[config.mk]
export PLATFORM = sky130hd
export DESIGN_NAME = lsu_mem_stage
export DESIGN_NICKNAME = d
export VERILOG_FILES = /design/src/rtl/lsu_mem_stage.sv
export SDC_FILE = /design/constraint.sdc
export NUM_CORES = 1
export LEC_CHECK = 0
export ABC_AREA = 1
export BUFFER_PORTS_ARGS = -buffer_cell sky130_fd_sc_hd__clkbuf_2
export CORE_ASPECT_RATIO = 1.5
export CORE_MARGIN = 2
export CORE_UTILIZATION = 51
export CTS_BUF_LIST = sky130_fd_sc_hd__clkbuf_8
export DETAILED_ROUTE_END_ITERATION = 6
export PLACE_DENSITY = 0.82
export SLEW_MARGIN = 15
export SYNTH_ARGS = -nofsm -noshare
export SYNTH_HDL_FRONTEND = slang
export SYNTH_SLANG_ARGS = --single-unit
[constraint.sdc]
create_clock -name clk -period 3.8 [get_ports clk]
set_input_delay 0 -clock clk [delete_from_list [all_inputs] [get_ports clk]]
set_output_delay 0 -clock clk [all_outputs]
set_load 0.02 [all_outputs]
[src/rtl/lsu_mem_stage.sv]
// lsu_mem_stage: MEM-stage load/store unit for the 5-stage RV32I pipeline.
//   The ALU result is the effective byte address and rs2 is the store data.
//   The unit drives a single-port valid/ready data-memory bus with byte
//   enables, aligns and extends load data, and stalls the pipeline while an
//   access is outstanding.
// Optional feature: define LSU_MISALIGN_CHECK_EN to turn misaligned halfword
//   and word accesses into faults that pulse misalign. When it is undefined,
//   misalign is tied 0 and the low address bits are ignored.
// Ports:
//   clk, rst                      clock (rising edge), async active-high reset
//   ex_valid, mem_read, mem_write EX/MEM instruction qualifiers
//   funct3, alu_result            access size/sign and effective address
//   store_data                    rs2 value for stores
//   lsu_busy                      pipeline stall request
//   load_data, load_valid         extended load result and 1-cycle update pulse
//   bus_err, misalign             1-cycle fault pulses
//   dmem_req/we/addr/wdata/be     data-memory request
//   dmem_ready, dmem_rdata        data-memory response
module lsu_mem_stage #(
  parameter  int unsigned TIMEOUT   = 256,
  localparam int unsigned TIMEOUT_W = $clog2(TIMEOUT) + 1
) (
  input  logic        clk,
  input  logic        rst,
  input  logic        ex_valid,
  input  logic        mem_read,
  input  logic        mem_write,
  input  logic [2:0]  funct3,
  input  logic [31:0] alu_result,
  input  logic [31:0] store_data,
  output logic        lsu_busy,
  output logic [31:0] load_data,
  output logic        load_valid,
  output logic        bus_err,
  output logic        misalign,
  output logic        dmem_req,
  output logic        dmem_we,
  output logic [31:0] dmem_addr,
  output logic [31:0] dmem_wdata,
  output logic [3:0]  dmem_be,
  input  logic        dmem_ready,
  input  logic [31:0] dmem_rdata
);

  typedef enum logic [1:0] {IDLE, REQ, DONE} state_t;

  state_t               state, state_n;
  logic [TIMEOUT_W-1:0] cnt;
  logic [2:0]           f3_q;
  logic [1:0]           off_q;

  logic        start, illegal;
  logic        accept, fault_ill, rd_done, timeout;
  logic [3:0]  be_c;
  logic [31:0] wdata_c;
  logic [31:0] ld_c;
  logic [7:0]  ld_byte;
  logic [15:0] ld_half;
`ifdef LSU_MISALIGN_CHECK_EN
  logic        mis_c, fault_mis;
`endif

  assign start    = ex_valid & (mem_read | mem_write);
  assign dmem_req = (state == REQ);
  assign lsu_busy = ((state == IDLE) & start) | (state == REQ);

  // A load wins when both mem_read and mem_write are set.
  always_comb begin
    illegal = mem_read ? ((funct3 == 3'b011) | (funct3[2:1] == 2'b11))
                       : (funct3 >= 3'b011);
  end

`ifdef LSU_MISALIGN_CHECK_EN
  always_comb begin
    mis_c = 1'b0;
    case (funct3[1:0])
      2'b01:   mis_c = alu_result[0];
      2'b10:   mis_c = |alu_result[1:0];
      default: mis_c = 1'b0;
    endcase
  end
`endif

  always_comb begin
    be_c    = 4'b1111;
    wdata_c = store_data;
    case (funct3[1:0])
      2'b00: begin
        be_c    = 4'b0001 << alu_result[1:0];
        wdata_c = {4{store_data[7:0]}};
      end
      2'b01: begin
        be_c    = alu_result[1] ? 4'b1100 : 4'b0011;
        wdata_c = {2{store_data[15:0]}};
      end
      default: begin
        be_c    = 4'b1111;
        wdata_c = store_data;
      end
    endcase
  end

  // Lane extraction uses the byte offset captured at accept time.
  always_comb begin
    ld_byte = dmem_rdata[{off_q, 3'b000} +: 8];
    ld_half = off_q[1] ? dmem_rdata[31:16] : dmem_rdata[15:0];
    case (f3_q[1:0])
      2'b00:   ld_c = f3_q[2] ? {24'b0, ld_byte} : {{24{ld_byte[7]}}, ld_byte};
      2'b01:   ld_c = f3_q[2] ? {16'b0, ld_half} : {{16{ld_half[15]}}, ld_half};
      default: ld_c = dmem_rdata;
    endcase
  end

  always_comb begin
    state_n   = state;
    accept    = 1'b0;
    fault_ill = 1'b0;
    rd_done   = 1'b0;
    timeout   = 1'b0;
`ifdef LSU_MISALIGN_CHECK_EN
    fault_mis = 1'b0;
`endif
    case (state)
      IDLE: begin
        if (start) begin
          if (illegal) begin
            fault_ill = 1'b1;
            state_n   = DONE;
          end
`ifdef LSU_MISALIGN_CHECK_EN
          else if (mis_c) begin
            fault_mis = 1'b1;
            state_n   = DONE;
          end
`endif
          else begin
            accept  = 1'b1;
            state_n = REQ;
          end
        end
      end
      REQ: begin
        // Ready is checked first so it wins over a same-cycle timeout.
        if (dmem_ready) begin
          rd_done = 1'b1;
          state_n = DONE;
        end else if (cnt == TIMEOUT_W'(TIMEOUT - 1)) begin
          timeout = 1'b1;
          state_n = DONE;
        end
      end
      DONE:    state_n = IDLE;
      default: state_n = IDLE;
    endcase
  end

  always_ff @(posedge clk or posedge rst) begin
    if (rst) begin
      state      <= IDLE;
      cnt        <= '0;
      f3_q       <= '0;
      off_q      <= '0;
      dmem_we    <= 1'b0;
      dmem_addr  <= '0;
      dmem_wdata <= '0;
      dmem_be    <= '0;
      load_data  <= '0;
      load_valid <= 1'b0;
      bus_err    <= 1'b0;
    end else begin
      state      <= state_n;
      load_valid <= 1'b0;
      bus_err    <= fault_ill | timeout;
      if (accept) begin
        cnt        <= '0;
        f3_q       <= funct3;
        off_q      <= alu_result[1:0];
        dmem_we    <= ~mem_read;
        dmem_addr  <= {alu_result[31:2], 2'b00};
        dmem_wdata <= wdata_c;
        dmem_be    <= be_c;
      end else if (state == REQ) begin
        cnt <= cnt + 1'b1;
      end
      if (rd_done && !dmem_we) begin
        load_data  <= ld_c;
        load_valid <= 1'b1;
      end
      // A timed-out load leaves zero rather than stale data; stores keep it.
      if (timeout && !dmem_we) begin
        load_data <= '0;
      end
    end
  end

`ifdef LSU_MISALIGN_CHECK_EN
  always_ff @(posedge clk or posedge rst) begin
    if (rst) misalign <= 1'b0;
    else     misalign <= fault_mis;
  end
`else
  assign misalign = 1'b0;
`endif

endmodule

==> impl_results.md <==
* Placeable Area at 11000 sq um
* Row cnt at 47
* Register-to-register setup slack at 1.58 ns
* DRC violations left at 0
* Antenna-violating nets left at 0
* Final-stage net count at 1132
* First drt pass iteration count at 5
* Biggest cell delay along the critical path at 0.59 ns
* Slew at the pin closest to its max-slew limit at 0.964 ns
* Maximum number of pins on one net before global-route repair at 108
* Multiplexer share of the synthesized area at 0%
* Met3 demand-to-capacity share in global routing at 8.20%
* DIE HEIGHT at 134 um
* Kind of critical path: reg2reg
* Min Clock Period, post-route at 2.22 ns
* Ratio of total power to cell area at 741 nW/um^2
* Number of register bits inferred by synthesis at 117
* VDD IR max at 0.526 mV
* Result of the run: finished, final reports clean
* CTS tree: yes
* Number of diodes added for antenna fixing at 0
* Max-slew violation total from the final report at 0
* Total routed wirelength at 18.5 mm
* Headroom to the max-slew limit at 35.8%
* Number of clock sinks seen by CTS at 117
* Cell area after layout at 8200 sq um
* Die X-Extent at 90.5 um
* Part of the cycle the worst path needs at 58.4%
* Fraction of the mapped netlist area in adder cells at 0.438%
* Final GP Congestion at 0.865
* Iteration-0 DRC Markers at 308
* Sequential area share after synthesis at 51.2%
* Detailed placement HPWL at 10.5 mm
* Worst hold path depth at 5
* Average footprint of a synthesized cell at 7.90 sq um
* Commonest non-fill, non-tap cell in the layout: nand2_1
* Post-synthesis compound-gate area fraction at 8.60%
* Aggregate global-route resource usage at 31.4%
* Library cell contributing the largest single delay on the critical path: nor2_4
* FFs w/ async S/R, synth at 100%
* Number of flops mapped to enable cells by yosys at 0
* Highest achievable clock rate at 0.451 GHz
* Arrival time at the worst endpoint at 2.59 ns
* Vias in the first global route at 6096
* CTS resizes at 0
* Synth Area in XOR/XNOR at 0%
* Final Hold Viols at 0
* Clock transition at the registers of the reported paths at 0.07 ns
* CP Launch Type: flop
* Syn Std Cell Area at 5720 sq um
* Depth of the worst register-to-register path at 11
* Distinct cells, synth at 31
* Category of the worst setup path capture point: flop
* Die ar. at 12100 sq um
* Clock root buffer: clkbuf_8
* Instance count of the mapped netlist at 724
* Layer carrying the most global-route usage: met2
* Number of buffers on the longest clock path at 2
* Unrepaired setup endpoints after global routing: false
* Global-route track usage on met1 at 35.7%
* Fraction of final layout cells sized beyond drive strength 1 at 27.6%
* Starting density of the core at 52.0%
* Total number of vias at 6187
* Crit path top cell by count: nand2_1
* Per-cell routed wire length at 15.6 um
* Placed cell areas at 6730 sq um
* Number of buffers created by CTS at 17
* Leakage power summed over all cells at 0.00457 uW
* Sequence of cells on the critical path: ha_1 > nand3_1 > nor3b_1 > nand2_1 > nor2_1 > ha_1 > nand3_1 > nor2_1 > nor2_4 > nand2_1 > nand2_1
* Final Skew at 0.0113 ns
* Path class of the lowest-slack min-delay path: in2reg
* Number of top-level pins at 211
* Vias per std cell at 5.23
* Overflow left after global routing at 0
* Count of final setup violators at 0
* Post-CTS Setup Repair Bufs at 0
* Combinational family with the most area after synthesis: simple AND/OR/NAND/NOR gates
* Main flop type after synthesis: dfrtp_1
* Area share of and/or/nand/nor cells after synthesis at 32.6%
* Total number of H-tree levels at 4
* Number of fill cells at 771
* Cts-stage hold buffer count at 106
* Number of max-capacitance violations reported at 0
* GR Util met2 at 52.4%
* Fin Setup TNS at 0 ns
* Antenna violations before repair at 0
* Total number of yosys warnings at 0
* Crit-path max FO at 32
* Data required time at the worst endpoint at 4.17 ns
* Clock latency of the later-clocked register in the worst-skew pair at 0.43 ns
* Synthesis-to-layout area growth at 43.4%
* Global-route wire length before repair at 29.7 mm
* Leading cell types in the layout, fill and taps excluded: 351 x nand2_1, 207 x clkbuf_2, 117 x dfrtp_1
* Port-buffer cells at 207
metrics by stage:
| step | util [%] | setup WS (ns) | hold slack [ns] | instances | total power, uW |
|---|---|---|---|---|---|
| after floorplan | - | 0.699 | 0.110 | 726 | 3900 |
| after global placement | 61.2 | 1.66 | 0.0740 | 1047 | 4630 |
| after detailed placement | 61.2 | 1.66 | 0.0838 | 1047 | 4680 |
| after CTS | 74.6 | 1.65 | 0.0335 | 1183 | 5980 |
| after global routing | 74.6 | 1.41 | 0.0825 | 1183 | 6450 |
| final | 74.6 | 1.58 | 0.0623 | 1183 | 6080 |
routing by layer:
layer,share of wire [%],wire (um)
met1,36,6620
met2,51,9340
met3,7.8,1450
met4,5.8,1080
met5,0,0
worst paths after layout:
path | from | end
max | cnt[0] | load_data[26]
min | ex_valid | state[1]
max reg2reg | cnt[0] | load_data[26]
min reg2reg | load_data[3] | load_data[3]
max in group asynchronous | rst | dmem_addr[27]
min in group asynchronous | rst | dmem_addr[5]
cell families after synthesis:
| group | count (synthesis) |
|---|---|
| AO/OA/AOI/OAI | 95 |
| adder cells (fa/ha/maj) | 2 |
| buffers and inverters | 77 |
| flip-flops | 117 |
| other | 1 |
| AND/OR/NAND/NOR | 432 |
cell usage after synthesis (2+ instances only):
cell type | instances | area, sq um
a211oi_1 | 2 | 15.0
buf_4 | 8 | 60.1
nand2_1 | 351 | 1320
nand3_2 | 9 | 90.1
nand3_1 | 26 | 130
nor2_8 | 2 | 40.0
inv_2 | 6 | 22.5
buf_2 | 14 | 70.1
buf_6 | 4 | 45.0
ha_1 | 2 | 25.0
nor3_1 | 2 | 10.0
nand2_4 | 6 | 67.6
inv_1 | 33 | 124
or2_2 | 17 | 106
buf_12 | 2 | 40.0
o21ai_1 | 4 | 20.0
dfrtp_1 | 117 | 2930
clkbuf_1 | 7 | 26.3
o21ai_0 | 60 | 300
nor2_1 | 14 | 52.6
a21oi_1 | 28 | 140
state kept, by name, indices dropped and copies added (netlist names):
| name | flops |
|---|---|
| bus_err | 1 |
| cnt | 9 |
| dmem_addr | 30 |
| dmem_be | 4 |
| dmem_wdata | 32 |
| dmem_we | 1 |
| f3_q | 3 |
| load_data | 32 |
| load_valid | 1 |
| off_q | 2 |
| state | 2 |
where the power goes:
| part | switching, uW | internal [uW] |
|---|---|---|
| Combinational | 1750 | 885 |
| Clock | 507 | 708 |
| Sequential | 442 | 1790 |
worst max-delay path: cells and delay by family, from the launching register on:
family | cells | cell delay, ns
adder cells (fa/ha/maj) | 2 | 0.40
flip-flops | 1 | 0.41
AND/OR/NAND/NOR | 9 | 1.33
cell type report:
| cell class | instances | area, sq um | share of cell area, % |
|---|---|---|---|
| Sequential cell | 117 | 2930 | 35.7 |
| Multi-Input combinational cell | 532 | 2390 | 29.2 |
| Timing Repair Buffer | 316 | 2120 | 25.8 |
| Clock buffer | 21 | 289 | 3.52 |
| Tap cell | 147 | 184 | 2.24 |
| Inverter | 41 | 164 | 2.00 |
| Clock inverter | 9 | 128 | 1.56 |
No activity file was read; power rests on OpenSTA's default activity.
